`config.mk`:
```
export PLATFORM = sky130hd
export DESIGN_NAME = stack_lane_port
export DESIGN_NICKNAME = d
export VERILOG_FILES = /design/src/rtl/stack_lane_port.sv
export SDC_FILE = /design/constraint.sdc
export NUM_CORES = 1
export LEC_CHECK = 0
export CORE_AREA = 2 2 177 179
export DETAILED_ROUTE_END_ITERATION = 8
export DIE_AREA = 0 0 179 181
export PLACE_DENSITY = 0.83
export SYNTH_ARGS = -nofsm -noshare
export SYNTH_HDL_FRONTEND = slang
export SYNTH_SLANG_ARGS = --single-unit
```
`constraint.sdc`:
```
create_clock -name clk -period 5.4 [get_ports clk]
set_clock_uncertainty 0.1 [all_clocks]
set_input_delay 1.62 -clock clk [delete_from_list [all_inputs] [get_ports clk]]
set_output_delay 1.62 -clock clk [all_outputs]
set_load 0.02 [all_outputs]
```
`src/rtl/stack_lane_port.sv`:
```
// Per-lane requester for one Sephirot stack read/write port pair.
// Sized little-endian lane loads/stores become 64-bit word accesses.
module stack_lane_port #(
    parameter int MAX_ENTRIES = 64,
    parameter int RD_LAT      = 1
) (
    input  logic        clk,
    input  logic        reset,
    input  logic        req_valid,
    output logic        req_ready,
    input  logic        req_we,
    input  logic [1:0]  req_size,
    input  logic [63:0] req_addr,
    input  logic [63:0] req_wdata,
    output logic        rsp_valid,
    output logic        rsp_err,
    output logic [63:0] rsp_data,
    output logic [63:0] stack_read_add,
    input  logic [63:0] stack_data_out,
    output logic [63:0] stack_wrt_add,
    output logic        stack_wrt_en,
    output logic [63:0] stack_data_in
);

    localparam int AW = $clog2(MAX_ENTRIES);

    typedef enum logic [2:0] {
        IDLE,
        RD_WAIT,
        LD_RSP,
        RMW_WR,
        WR,
        ERR_RSP
    } state_t;

    state_t      state, state_n;
    logic [1:0]  cnt, cnt_n;
    logic        rmw, rmw_n;
    logic [2:0]  off, off_n;
    logic [1:0]  size, size_n;
    logic [63:0] wdata, wdata_n;

    logic        ready_n;
    logic        rsp_valid_n;
    logic        rsp_err_n;
    logic [63:0] rsp_data_n;
    logic [63:0] rd_add_n;
    logic [63:0] wr_add_n;
    logic        wr_en_n;
    logic [63:0] din_n;

    logic        accept;
    logic        misalign;
    logic        oob;
    logic [63:0] word_idx;
    logic [5:0]  sh;
    logic [63:0] smask;
    logic [63:0] bmask;
    logic [63:0] ld_data;
    logic [63:0] merged;

    assign accept   = req_valid && req_ready;
    assign oob      = |req_addr[63:3+AW];
    assign word_idx = 64'(req_addr[3 +: AW]);

    always_comb begin
        misalign = 1'b0;
        unique case (req_size)
            2'd0: misalign = 1'b0;
            2'd1: misalign = req_addr[0];
            2'd2: misalign = |req_addr[1:0];
            2'd3: misalign = |req_addr[2:0];
            default: misalign = 1'b0;
        endcase
    end

    // Lane bytes of the latched access, as a mask over the 64-bit word.
    always_comb begin
        smask = '1;
        unique case (size)
            2'd0: smask = 64'h0000_0000_0000_00ff;
            2'd1: smask = 64'h0000_0000_0000_ffff;
            2'd2: smask = 64'h0000_0000_ffff_ffff;
            2'd3: smask = '1;
            default: smask = '1;
        endcase
    end

    assign sh      = {off, 3'b000};
    assign bmask   = smask << sh;
    assign ld_data = (stack_data_out >> sh) & smask;
    assign merged  = (stack_data_out & ~bmask)
                   | ((wdata << sh) & bmask);

    always_comb begin
        state_n     = state;
        cnt_n       = cnt;
        rmw_n       = rmw;
        off_n       = off;
        size_n      = size;
        wdata_n     = wdata;
        rsp_valid_n = 1'b0;
        rsp_err_n   = 1'b0;
        rsp_data_n  = '0;
        rd_add_n    = stack_read_add;
        wr_add_n    = stack_wrt_add;
        wr_en_n     = 1'b0;
        din_n       = stack_data_in;

        unique case (state)
            IDLE: begin
                if (accept) begin
                    off_n   = req_addr[2:0];
                    size_n  = req_size;
                    wdata_n = req_wdata;
                    if (misalign || oob) begin
                        state_n     = ERR_RSP;
                        rsp_valid_n = 1'b1;
                        rsp_err_n   = 1'b1;
                    end else if (req_we && req_size == 2'd3) begin
                        state_n  = WR;
                        wr_en_n  = 1'b1;
                        wr_add_n = word_idx;
                        din_n    = req_wdata;
                    end else begin
                        state_n  = RD_WAIT;
                        rd_add_n = word_idx;
                        cnt_n    = 2'(RD_LAT);
                        rmw_n    = req_we;
                    end
                end
            end
            RD_WAIT: begin
                if (cnt == 2'd0) begin
                    if (rmw) begin
                        state_n  = RMW_WR;
                        wr_en_n  = 1'b1;
                        wr_add_n = stack_read_add;
                        din_n    = merged;
                    end else begin
                        state_n     = LD_RSP;
                        rsp_valid_n = 1'b1;
                        rsp_data_n  = ld_data;
                    end
                end else begin
                    cnt_n = cnt - 2'd1;
                end
            end
            LD_RSP, ERR_RSP: begin
                state_n = IDLE;
            end
            RMW_WR, WR: begin
                state_n     = IDLE;
                rsp_valid_n = 1'b1;
            end
            default: begin
                state_n = IDLE;
            end
        endcase

        // A write's response cycle is spent in IDLE, so hold off accepts.
        ready_n = (state_n == IDLE) && !rsp_valid_n;
    end

    always_ff @(posedge clk or negedge reset) begin
        if (!reset) begin
            state          <= IDLE;
            cnt            <= '0;
            rmw            <= 1'b0;
            off            <= '0;
            size           <= '0;
            wdata          <= '0;
            req_ready      <= 1'b0;
            rsp_valid      <= 1'b0;
            rsp_err        <= 1'b0;
            rsp_data       <= '0;
            stack_read_add <= '0;
            stack_wrt_add  <= '0;
            stack_wrt_en   <= 1'b0;
            stack_data_in  <= '0;
        end else begin
            state          <= state_n;
            cnt            <= cnt_n;
            rmw            <= rmw_n;
            off            <= off_n;
            size           <= size_n;
            wdata          <= wdata_n;
            req_ready      <= ready_n;
            rsp_valid      <= rsp_valid_n;
            rsp_err        <= rsp_err_n;
            rsp_data       <= rsp_data_n;
            stack_read_add <= rd_add_n;
            stack_wrt_add  <= wr_add_n;
            stack_wrt_en   <= wr_en_n;
            stack_data_in  <= din_n;
        end
    end

endmodule

```
==> reports/metrics.cfg <==
[outcome]
outcome=complete, no violations

[place]
place.port_buffers=341
dp_cells=2047
gp_congestion=0.912
dp_hpwl_mm=36.4

[setup_path]
critPathMaxStageDelay_ns=0.64
startpoint=req_addr[11]
path_class=in2reg
crit_end=stack_data_in[29]
critPathSlowestCell=o31ai_4
r2r_setup_slack_ns=1.68
worstPathArrival_ns=4.33
start_kind=input port
cp_max_fo=34
critPathRequiredTime_ns=5.70
path_cells=clkdlybuf4s50_1 > or4_1 > a211oi_2 > nand4_2 > o31ai_4 > buf_12 > mux2_1
r2r_cells=5
r2r-start=off[0]
r2r-end=stack_data_in[53]
critPathCaptureType=register

[timing]
finalMaxSlewViolations=0
hold_viol=0
worst_pin_slew_ns=1.22
fin_crit_sh_pct=74.7
setup-violations-final=0
period_minus_slack_ns=4.03
rsz0062_at_grt=false
setup_tns_ns=0
fmax_mhz=248
slew_headroom_pct=18.8

[clocking]
ctsHoldBuffers=0
cts_buffers=25
clock-sinks=219
cts_setup_buffers=0
post_cts_resized=0
htreeDepth=1
clk_path_buf_depth=3
insertion_delay_ns=0.53
cts_tree=done
cts.clk_slew.worst_paths_ns=0.06
cts_root_buffer=clkbuf_16

[finish]
final_layout_size_suffix_gt1_share_pct=8.57
area.growth.synth_to_final_pct=30.4
final_cells=2090
nets=1877

[grt]
grt_pass1_vias=11364
antenna_found_initial=3
grt_max_degree=99
grt_usage_pct=28.8
grt_pass1_wl_mm=70.3
grt-ovfl-total=0

[drt]
dr_total_vias=11835
wire_per_inst_um=23.0
finalWirelength_mm=48.0
viasPerCell=5.66
postRouteAntennaNets=0
drt_iter0_drc=1282
drc_errors=0
drt_pass1_iterations=5

[yosys]
ys_types=50
synthCells=1384
synth_top_area_cell=dfrtp_1
synth_area_leaders=dfrtp_1, mux2i_1, nand2_1
seq_area_frac_synth_pct=40.9
synth_edf_count=0
synth-main-ff-cell=dfrtp_1
synthArstFlopShare_pct=100
ys_top_cells_by_count=nand2_1, dfrtp_1, buf_4, mux2i_1, nor2_1
ys_warn_count=0
synth_most_common_cell=nand2_1
syn-cell-area_sq_mm=0.0134
yosys.area.top_type_share_pct=40.9
syn_avg_cell_area_sq_um=9.67
synth_seq_cells=219

[pwr]
p_leak_nw=7.75
power_density_mw_per_mm2=481
peakVddDrop_mv=0.303

[die]
die-area_sq_mm=0.0324
start_util_pct=44.1
die_h_um=181
die_x_um=179
rows=64
top_level_ports=458
core_area_sq_mm=0.0303

[run]
drv_cap=0

[min_path]
hp-class=reg2reg

registers in the layout, indices dropped and copies added, names as in the netlist:
signal,count
cnt,2
off,3
req_ready,1
rmw,1
rsp_data,64
rsp_err,1
rsp_valid,1
size,2
stack_data_in,64
stack_read_add,6
stack_wrt_add,6
stack_wrt_en,1
state,3
wdata,64
where the power goes:
part           internal [W]  switching (W)
combinational       0.00175        0.00235
sequential          0.00195       0.000624
clock               0.00101       0.000691
total               0.00472        0.00367
logic make-up (layout without fill, tap and decap cells):
kind of cell | Yosys count | in the layout | share of synthesized area [%]
flops | 219 | 219 | 40.9
other cells | 1 | 118 | 0.0280
fa+ha+maj | 1 | 1 | 0.0935
mux | 255 | 255 | 23.8
simple gates | 463 | 463 | 14.4
buf+inv | 219 | 412 | 9.98
compound gates | 226 | 226 | 10.7
cells in the final DEF (no fill, tap or decap), types with 3 or more instances in the layout:
cell type,instances
a211oi_1,32
a21oi_1,50
a22oi_1,19
a2bb2oi_1,6
and2_1,10
buf_12,3
buf_4,18
bufinv_16,3
clkbuf_1,3
clkbuf_16,25
clkbuf_8,3
clkdlybuf4s50_1,340
clkinvlp_4,5
conb_1,116
dfrtp_1,217
inv_1,7
mux2_1,66
mux2_2,32
mux2i_1,116
mux4_2,41
nand2_1,285
nand3_1,3
nor2_1,93
nor2b_1,31
nor3_1,16
nor4_1,12
o21a_1,4
o21ai_0,81
o22a_1,3
o22ai_1,8
o2bb2ai_1,8
layout make-up:
class / instances / area [sq um]
inverters: 9 / 33.8
flip-flops and latches: 219 / 5490
fillers: 2619 / 12900
clock buffers: 30 / 664
diodes: 2 / 5.00
multi-input cells: 1061 / 7010
repair buffers: 362 / 3610
well taps: 396 / 495
clock inverters: 11 / 146
critical path: cells and delay by family:
kind / cells / cell delay (ns)
AO/OA/AOI/OAI: 2 / 0.87
AND/OR/NAND/NOR: 2 / 0.78
buffers and inverters: 2 / 0.69
multiplexers: 1 / 0.35
worst min-delay path by stage:
stage,from,endpoint,slack [ns],depth (start not counted)
3_3_place_gp,wdata[63],wdata[63],0.36,2
6_report,stack_data_in[9],stack_data_in[9],0.38,1
3_5_place_dp,wdata[57],wdata[57],0.36,2
5_1_grt,wdata[57],wdata[57],0.40,2
4_1_cts,wdata[57],wdata[57],0.38,2
2_1_floorplan,wdata[56],wdata[56],0.34,2
metal layers:
layer,share of wire (%),track usage [%]
met1,38,37.8
met2,48,47.3
met3,11,6.19
met4,3.5,9.40
met5,0.015,0
stage by stage:
step	area [sq um]	utilization [%]	total power [W]	worst slack (ns)	hold slack, ns
final	17500	57.5	0.00839	1.37	0.385
after global routing	17500	57.5	0.00886	1.22	0.398
after CTS	17400	57.5	0.00833	1.37	0.383
after detailed placement	16600	54.8	0.00660	0.850	0.362
after global placement	16600	54.8	0.00654	0.924	0.360
after floorplan	13800	-	0.00533	1.67	0.341
No activity file was read; power rests on OpenSTA's default activity.
